--- src/rtl/ex_muldiv_pkg.sv ---
// Shared definitions for the EX-stage M-extension unit: funct3 encodings,
// controller states, datapath widths and a small two's-complement helper.
package ex_muldiv_pkg;

  localparam int XLEN      = 32;
  localparam int DIV_ITERS = 32;
  localparam int CNT_W     = $clog2(DIV_ITERS);

  // RV32M funct3 encodings as they arrive on op_E.
  typedef enum logic [2:0] {
    OP_MUL    = 3'b000,
    OP_MULH   = 3'b001,
    OP_MULHSU = 3'b010,
    OP_MULHU  = 3'b011,
    OP_DIV    = 3'b100,
    OP_DIVU   = 3'b101,
    OP_REM    = 3'b110,
    OP_REMU   = 3'b111
  } md_op_e;

  // Controller states.
  typedef enum logic [1:0] {
    S_IDLE = 2'd0,
    S_MUL  = 2'd1,
    S_DIV  = 2'd2,
    S_DONE = 2'd3
  } md_state_e;

  // Two's-complement negate when neg is set; used for magnitudes and
  // for the sign fix-up of divider results.
  function automatic logic [XLEN-1:0] neg_if(input logic neg,
                                              input logic [XLEN-1:0] val);
    return neg ? (~val + 1'b1) : val;
  endfunction

endpackage

--- src/rtl/muldiv_div_iter.sv ---
// Radix-2 restoring divider on unsigned magnitudes. One quotient bit per
// cycle for DIV_ITERS cycles. quotient/remainder present the values that
// the current iteration produces, so they are final while finished=1.
module muldiv_div_iter
  import ex_muldiv_pkg::*;
(
  input  logic            clk,
  input  logic            rst_n,
  input  logic            start,
  input  logic            abort,
  input  logic [XLEN-1:0] dividend,
  input  logic [XLEN-1:0] divisor,
  output logic [XLEN-1:0] quotient,
  output logic [XLEN-1:0] remainder,
  output logic            finished
);

  logic [CNT_W-1:0] cnt_q, cnt_d;
  logic [XLEN-1:0]  rem_q, rem_d;
  logic [XLEN-1:0]  quo_q, quo_d;
  logic [XLEN-1:0]  dvs_q, dvs_d;
  logic             run_q, run_d;

  logic [XLEN:0]    shifted;
  logic [XLEN:0]    trial;
  logic [XLEN-1:0]  step_rem;
  logic [XLEN-1:0]  step_quo;

  // One restoring step: shift in the next dividend bit, try to subtract.
  always_comb begin
    shifted  = {rem_q, quo_q[XLEN-1]};
    trial    = shifted - {1'b0, dvs_q};
    step_rem = trial[XLEN] ? shifted[XLEN-1:0] : trial[XLEN-1:0];
    step_quo = {quo_q[XLEN-2:0], ~trial[XLEN]};
  end

  assign quotient  = step_quo;
  assign remainder = step_rem;
  assign finished  = run_q & (cnt_q == '0);

  // Load on start, iterate while running, stop after the last step or abort.
  always_comb begin
    // NOTE: every signal gets a default first so no path leaves it unassigned and no latch is inferred.
    cnt_d = cnt_q;
    rem_d = rem_q;
    quo_d = quo_q;
    dvs_d = dvs_q;
    run_d = run_q;
    if (abort) begin
      run_d = 1'b0;
    end else if (start) begin
      run_d = 1'b1;
      cnt_d = CNT_W'(DIV_ITERS - 1);
      rem_d = '0;
      quo_d = dividend;
      dvs_d = divisor;
    end else if (run_q) begin
      rem_d = step_rem;
      quo_d = step_quo;
      cnt_d = cnt_q - 1'b1;
      if (cnt_q == '0) run_d = 1'b0;
    end
  end

  // Divider state registers with synchronous active-low reset.
  always_ff @(posedge clk) begin
    // NOTE: sequential state uses non-blocking assignment so every flop samples pre-edge values.
    if (!rst_n) begin
      cnt_q <= '0;
      rem_q <= '0;
      quo_q <= '0;
      dvs_q <= '0;
      run_q <= 1'b0;
    end else begin
      cnt_q <= cnt_d;
      rem_q <= rem_d;
      quo_q <= quo_d;
      dvs_q <= dvs_d;
      run_q <= run_d;
    end
  end

endmodule

--- src/rtl/ex_muldiv.sv ---
// EX-stage RV32M unit. The multiply and the divide special cases are
// resolved on the cycle the instruction arrives and presented the next
// cycle; ordinary divides run through the iterative divider. busy stalls
// the front of the pipeline until the result cycle.
module ex_muldiv
  import ex_muldiv_pkg::*;
(
  input  logic            clk,
  input  logic            rst_n,
  input  logic            start_E,
  input  logic [2:0]      op_E,
  input  logic [XLEN-1:0] srcA_E,
  input  logic [XLEN-1:0] srcB_E,
  input  logic            flush_E,
  output logic            busy,
  output logic            done,
  output logic [XLEN-1:0] result
);

  md_state_e       state_q, state_d;
  logic [2:0]      op_q, op_d;
  logic [XLEN-1:0] a_q, a_d;
  logic [XLEN-1:0] b_q, b_d;
  logic [XLEN-1:0] result_q, result_d;
  logic            done_q, done_d;

  // Multiplier operands: live inputs when accepting, latched copies after.
  logic [2:0]          mul_op;
  logic [XLEN-1:0]     mul_a, mul_b;
  logic signed [XLEN:0]     mul_a_ext, mul_b_ext;
  logic signed [2*XLEN+1:0] product;
  logic [XLEN-1:0]     mul_res;

  // Divide special-case detection and operand magnitudes (live inputs).
  logic            div_signed_in;
  logic            div_by_zero;
  logic            div_overflow;
  logic            div_special;
  logic [XLEN-1:0] special_res;
  logic [XLEN-1:0] dvd_mag, dvs_mag;

  // Divider handshake and sign fix-up of its magnitudes.
  logic            div_start;
  logic [XLEN-1:0] div_quo, div_rem;
  logic            div_fin;
  logic            div_signed_q;
  logic [XLEN-1:0] quo_fix, rem_fix, div_res;

  logic            accept;

  assign accept = start_E & ~flush_E;
  assign busy   = start_E & (state_q != S_DONE) & ~flush_E;
  assign done   = done_q;
  assign result = result_q;

  // 33x33 signed multiply; the extension bit chooses operand signedness.
  always_comb begin
    mul_op    = (state_q == S_IDLE) ? op_E   : op_q;
    mul_a     = (state_q == S_IDLE) ? srcA_E : a_q;
    mul_b     = (state_q == S_IDLE) ? srcB_E : b_q;
    mul_a_ext = {((mul_op == OP_MULH) || (mul_op == OP_MULHSU)) & mul_a[XLEN-1], mul_a};
    mul_b_ext = {(mul_op == OP_MULH) & mul_b[XLEN-1], mul_b};
    product   = mul_a_ext * mul_b_ext;
    mul_res   = (mul_op == OP_MUL) ? product[XLEN-1:0] : product[2*XLEN-1:XLEN];
  end

  // Divide-by-zero and signed overflow bypass the iterative divider.
  always_comb begin
    div_signed_in = ~op_E[0];
    div_by_zero   = (srcB_E == '0);
    div_overflow  = div_signed_in & (srcA_E == {1'b1, {(XLEN-1){1'b0}}}) & (srcB_E == '1);
    div_special   = div_by_zero | div_overflow;
    if (div_by_zero) begin
      special_res = op_E[1] ? srcA_E : '1;
    end else begin
      special_res = op_E[1] ? '0 : {1'b1, {(XLEN-1){1'b0}}};
    end
    dvd_mag = neg_if(div_signed_in & srcA_E[XLEN-1], srcA_E);
    dvs_mag = neg_if(div_signed_in & srcB_E[XLEN-1], srcB_E);
  end

  // Quotient is negative when signs differ; remainder follows the dividend.
  always_comb begin
    div_signed_q = ~op_q[0];
    quo_fix      = neg_if(div_signed_q & (a_q[XLEN-1] ^ b_q[XLEN-1]), div_quo);
    rem_fix      = neg_if(div_signed_q & a_q[XLEN-1], div_rem);
    div_res      = op_q[1] ? rem_fix : quo_fix;
  end

  muldiv_div_iter u_div (
    .clk       (clk),
    .rst_n     (rst_n),
    .start     (div_start),
    .abort     (flush_E),
    .dividend  (dvd_mag),
    .divisor   (dvs_mag),
    .quotient  (div_quo),
    .remainder (div_rem),
    .finished  (div_fin)
  );

  // Controller next state; flush overrides everything and discards the op.
  always_comb begin
    state_d   = state_q;
    op_d      = op_q;
    a_d       = a_q;
    b_d       = b_q;
    result_d  = result_q;
    div_start = 1'b0;
    case (state_q)
      S_IDLE: begin
        if (accept) begin
          op_d = op_E;
          a_d  = srcA_E;
          b_d  = srcB_E;
          if (!op_E[2]) begin
            // The multiply finishes within the accepting cycle.
            result_d = mul_res;
            state_d  = S_DONE;
          end else if (div_special) begin
            result_d = special_res;
            state_d  = S_DONE;
          end else begin
            div_start = 1'b1;
            state_d   = S_DIV;
          end
        end
      end
      S_MUL: begin
        result_d = mul_res;
        state_d  = S_DONE;
      end
      S_DIV: begin
        if (div_fin) begin
          result_d = div_res;
          state_d  = S_DONE;
        end
      end
      S_DONE: begin
        state_d = S_IDLE;
      end
      default: begin
        state_d = S_IDLE;
      end
    endcase
    if (flush_E) begin
      state_d  = S_IDLE;
      result_d = result_q;
    end
    done_d = (state_d == S_DONE);
  end

  // Controller registers with synchronous active-low reset.
  always_ff @(posedge clk) begin
    if (!rst_n) begin
      state_q  <= S_IDLE;
      op_q     <= '0;
      a_q      <= '0;
      b_q      <= '0;
      result_q <= '0;
      done_q   <= 1'b0;
    end else begin
      state_q  <= state_d;
      op_q     <= op_d;
      a_q      <= a_d;
      b_q      <= b_d;
      result_q <= result_d;
      done_q   <= done_d;
    end
  end

endmodule
--- config.mk ---
export PLATFORM = sky130hd
export DESIGN_NAME = ex_muldiv
export DESIGN_NICKNAME = d
export VERILOG_FILES = /design/src/rtl/ex_muldiv_pkg.sv /design/src/rtl/muldiv_div_iter.sv /design/src/rtl/ex_muldiv.sv
export SDC_FILE = /design/constraint.sdc
export NUM_CORES = 2
export LEC_CHECK = 0
export ABC_AREA = 0
export ABC_CLOCK_PERIOD_IN_PS = 13600
export BUFFER_PORTS_ARGS = -buffer_cell sky130_fd_sc_hd__buf_2
export CAP_MARGIN = 20
export CORE_MARGIN = 2
export CORE_UTILIZATION = 45
export DETAILED_ROUTE_END_ITERATION = 8
export PLACE_DENSITY_LB_ADDON = 0.2
export SKIP_CTS_REPAIR_TIMING = 1
export SYNTH_ARGS = -nofsm -noshare
export SYNTH_HDL_FRONTEND = slang
export SYNTH_SLANG_ARGS = --single-unit
--- constraint.sdc ---
create_clock -name clk -period 13.6 [get_ports clk]
set_input_delay 1.36 -clock clk [delete_from_list [all_inputs] [get_ports clk]]
set_output_delay 1.36 -clock clk [all_outputs]
set_load 0.1 [all_outputs]
==> impl_results.md <==
* Library cells used by synthesis at 99
* Via-to-Cell Ratio at 5.70
* Top cell type by total area after synthesis: fa_1
* DRC violations left at 0
* # clock sinks at around 200
* Hold_ws at 454 ps
* Final setup viols at 0
* Final wirelength at 187000 um
* Number of max-cap violations at 0
* Initial antenna violation count at 9
* Area Overhead vs Synth at 5.17%
* Slew headroom at 0.189
* ANT nets after route at 0
* Slowest CP cell: fa_1
* Post-Synthesis Cells at 6427
* Run status: completed
* Worst-path fanout max at 41
* Crit Path Class: flip-flop to flip-flop
* Total grt overflow at 0
* Worst-skew pair later-pin latency at 570 ps
* CTS H-tree lvls at 1
* Placed wire-length estimate at 150000 um
* Final period utilization at 0.846
* Cell Rows at 126
* Core area at around 120000 um2
* Post-synth top flop: dfxtp_1
* Startpoint type of the worst setup path: flip-flop
* RSZ-0062 raised after global routing: false
* Die X at 348 um
* Register Area at 4080 um2
* Worst slew pin tran at 1220 ps
* Max Slew Vio Count at 0
* Drt first-iter violations at 3969
* Crit-path max cell delay at 840 ps
* Data arrival, critical path at 11930 ps
* Synth cell count leaders: inv_1, nand2_1, fa_1
* Area of the multi-input gates at 43400 um2
* Most common cell in the netlist: inv_1
* Top-area cell type share of the netlist area at 0.423
* Critical path required time at 14020 ps
* Hold Crit Class: flip-flop to flip-flop
* Clock skew at between 15 and 20 ps
* Register area share after synthesis at 0.0766
* Cell Area, Synth at 53300 um2
* Port buffer count at 104
* Nets at 7728
* First-pass GRT wire length at around 280000 um
* GRT Total Usage at 0.310
* #FFs+latches synth at 204
* Pin count of the biggest net entering global routing at 75
* Root Buffer: clkbuf_16
* Hold Fails Final Rpt at 0
* Total number of vias at 44600
* Pre-antenna DRT Iters at 8
* Crit path time final at about 12000 ps
* Ys Warns at 0
* Reg2Reg Setup Slack at 2090 ps
* Die Y at between 300 and 400 um
* EDFF count, synth at 0
* Synth top area cells: fa_1, inv_1, nand2_1
* Routed wire per std cell at between 20 and 25 um
* Crit end category: flip-flop
* Highest Clock Rate at 0.0869 GHz
* Setup TNS at 0 ps
* Syn Area/Cell at 8.30 um2
* Num CTS Buffers at 27
* Syn nets at between 7000 and 8000
* Fraction of layout cells with a size suffix above 1 at 0.0615
* IO Count at 105
* Gp weighted congestion at 0.985
* Starting Density at 0.453
* Number of global-route vias before repair at 45200
* Fill cells at 11600
* FFs w/ async S/R, synth at 0
* Clock Pin Slew Worst Setup and Hold Paths at 60 ps
* Die area at ~120000 um2
* CTS tree: yes
* Clock Tree Buf Depth at 3
## flip-flops by register name, indices dropped and copies added, names as in the netlist, 2 cells and up
signal       cells
u_div.rem_q     32
op_q             3
u_div.cnt_q      5
state_q          2
u_div.dvs_q     32
u_div.quo_q     32
b_q             32
result          32
a_q             32
## cell type report
type | count | share of cell area
Timing Repair Buffer | 175 | 0.0188
Multi-Input combinational cell | 4622 | 0.774
Clock inverter | 13 | 0.00370
Clock buffer | 36 | 0.0134
Antenna cell | 3 | 0.000134
Inverter | 1244 | 0.0833
Tap cell | 1536 | 0.0343
Sequential cell | 204 | 0.0728
## stage by stage
step	cell area (um2)	instances	setup WS, ps	utilization
after global routing	56100	7831	1490	0.476
after global placement	55100	7779	2220	0.468
after detailed placement	55100	7780	2090	0.468
final	56100	7833	2090	0.476
after floorplan	53300	6427	3580	-
after CTS	56100	7829	2180	0.476
## final timing paths
check,from,endpoint,cells after the start
max,state_q[0],result[28],35
min,b_q[25],b_q[25],2
min reg2reg,b_q[25],b_q[25],2
max reg2reg,state_q[0],result[28],35
## metal layers
metal | global-route usage | share of wire
met1 | 0.427 | 0.41
met2 | 0.493 | 0.45
met3 | 0.0474 | 0.084
met4 | 0.121 | 0.049
met5 | 0 | 0.00021
## worst max-delay path: cells and delay by family, from the launching register on
| kind | cells | cell delay [ps] |
|---|---|---|
| AOI/OAI and AO/OA | 11 | 2550 |
| xor gates and xnor gates | 1 | 210 |
| adders and majority gates | 10 | 5620 |
| buffers and inverters | 10 | 2160 |
| DFF | 1 | 350 |
| and+or+nand+nor | 3 | 370 |
## cells by family after synthesis
family	share of synthesized area
and+or+nand+nor	0.163
buffers and inverters	0.114
adders and majority gates	0.483
AOI/OAI and AO/OA	0.100
xor gates and xnor gates	0.0338
DFF	0.0766
muxes	0.0293
## cells in the final DEF, fill, tap and decap left out, types with 40 or more instances in the layout
master,Yosys,layout
fa_1,1126,1126
xnor2_1,115,115
a31oi_1,41,40
a211oi_1,76,76
a21oi_1,251,251
a311oi_1,41,41
mux2_2,68,68
buf_2,27,104
o21ai_0,155,155
dfxtp_1,204,204
inv_1,1241,1240
nand2_1,1139,1138
nor2_1,554,554
nor3_1,67,67
buf_4,3,70
and2_1,50,50
mux2i_1,77,44
ha_1,257,256
xor2_1,88,88
Power is left out: the tool's default activity adds up to more than one toggle a clock period on the data nets, which glitch-free logic cannot reach.
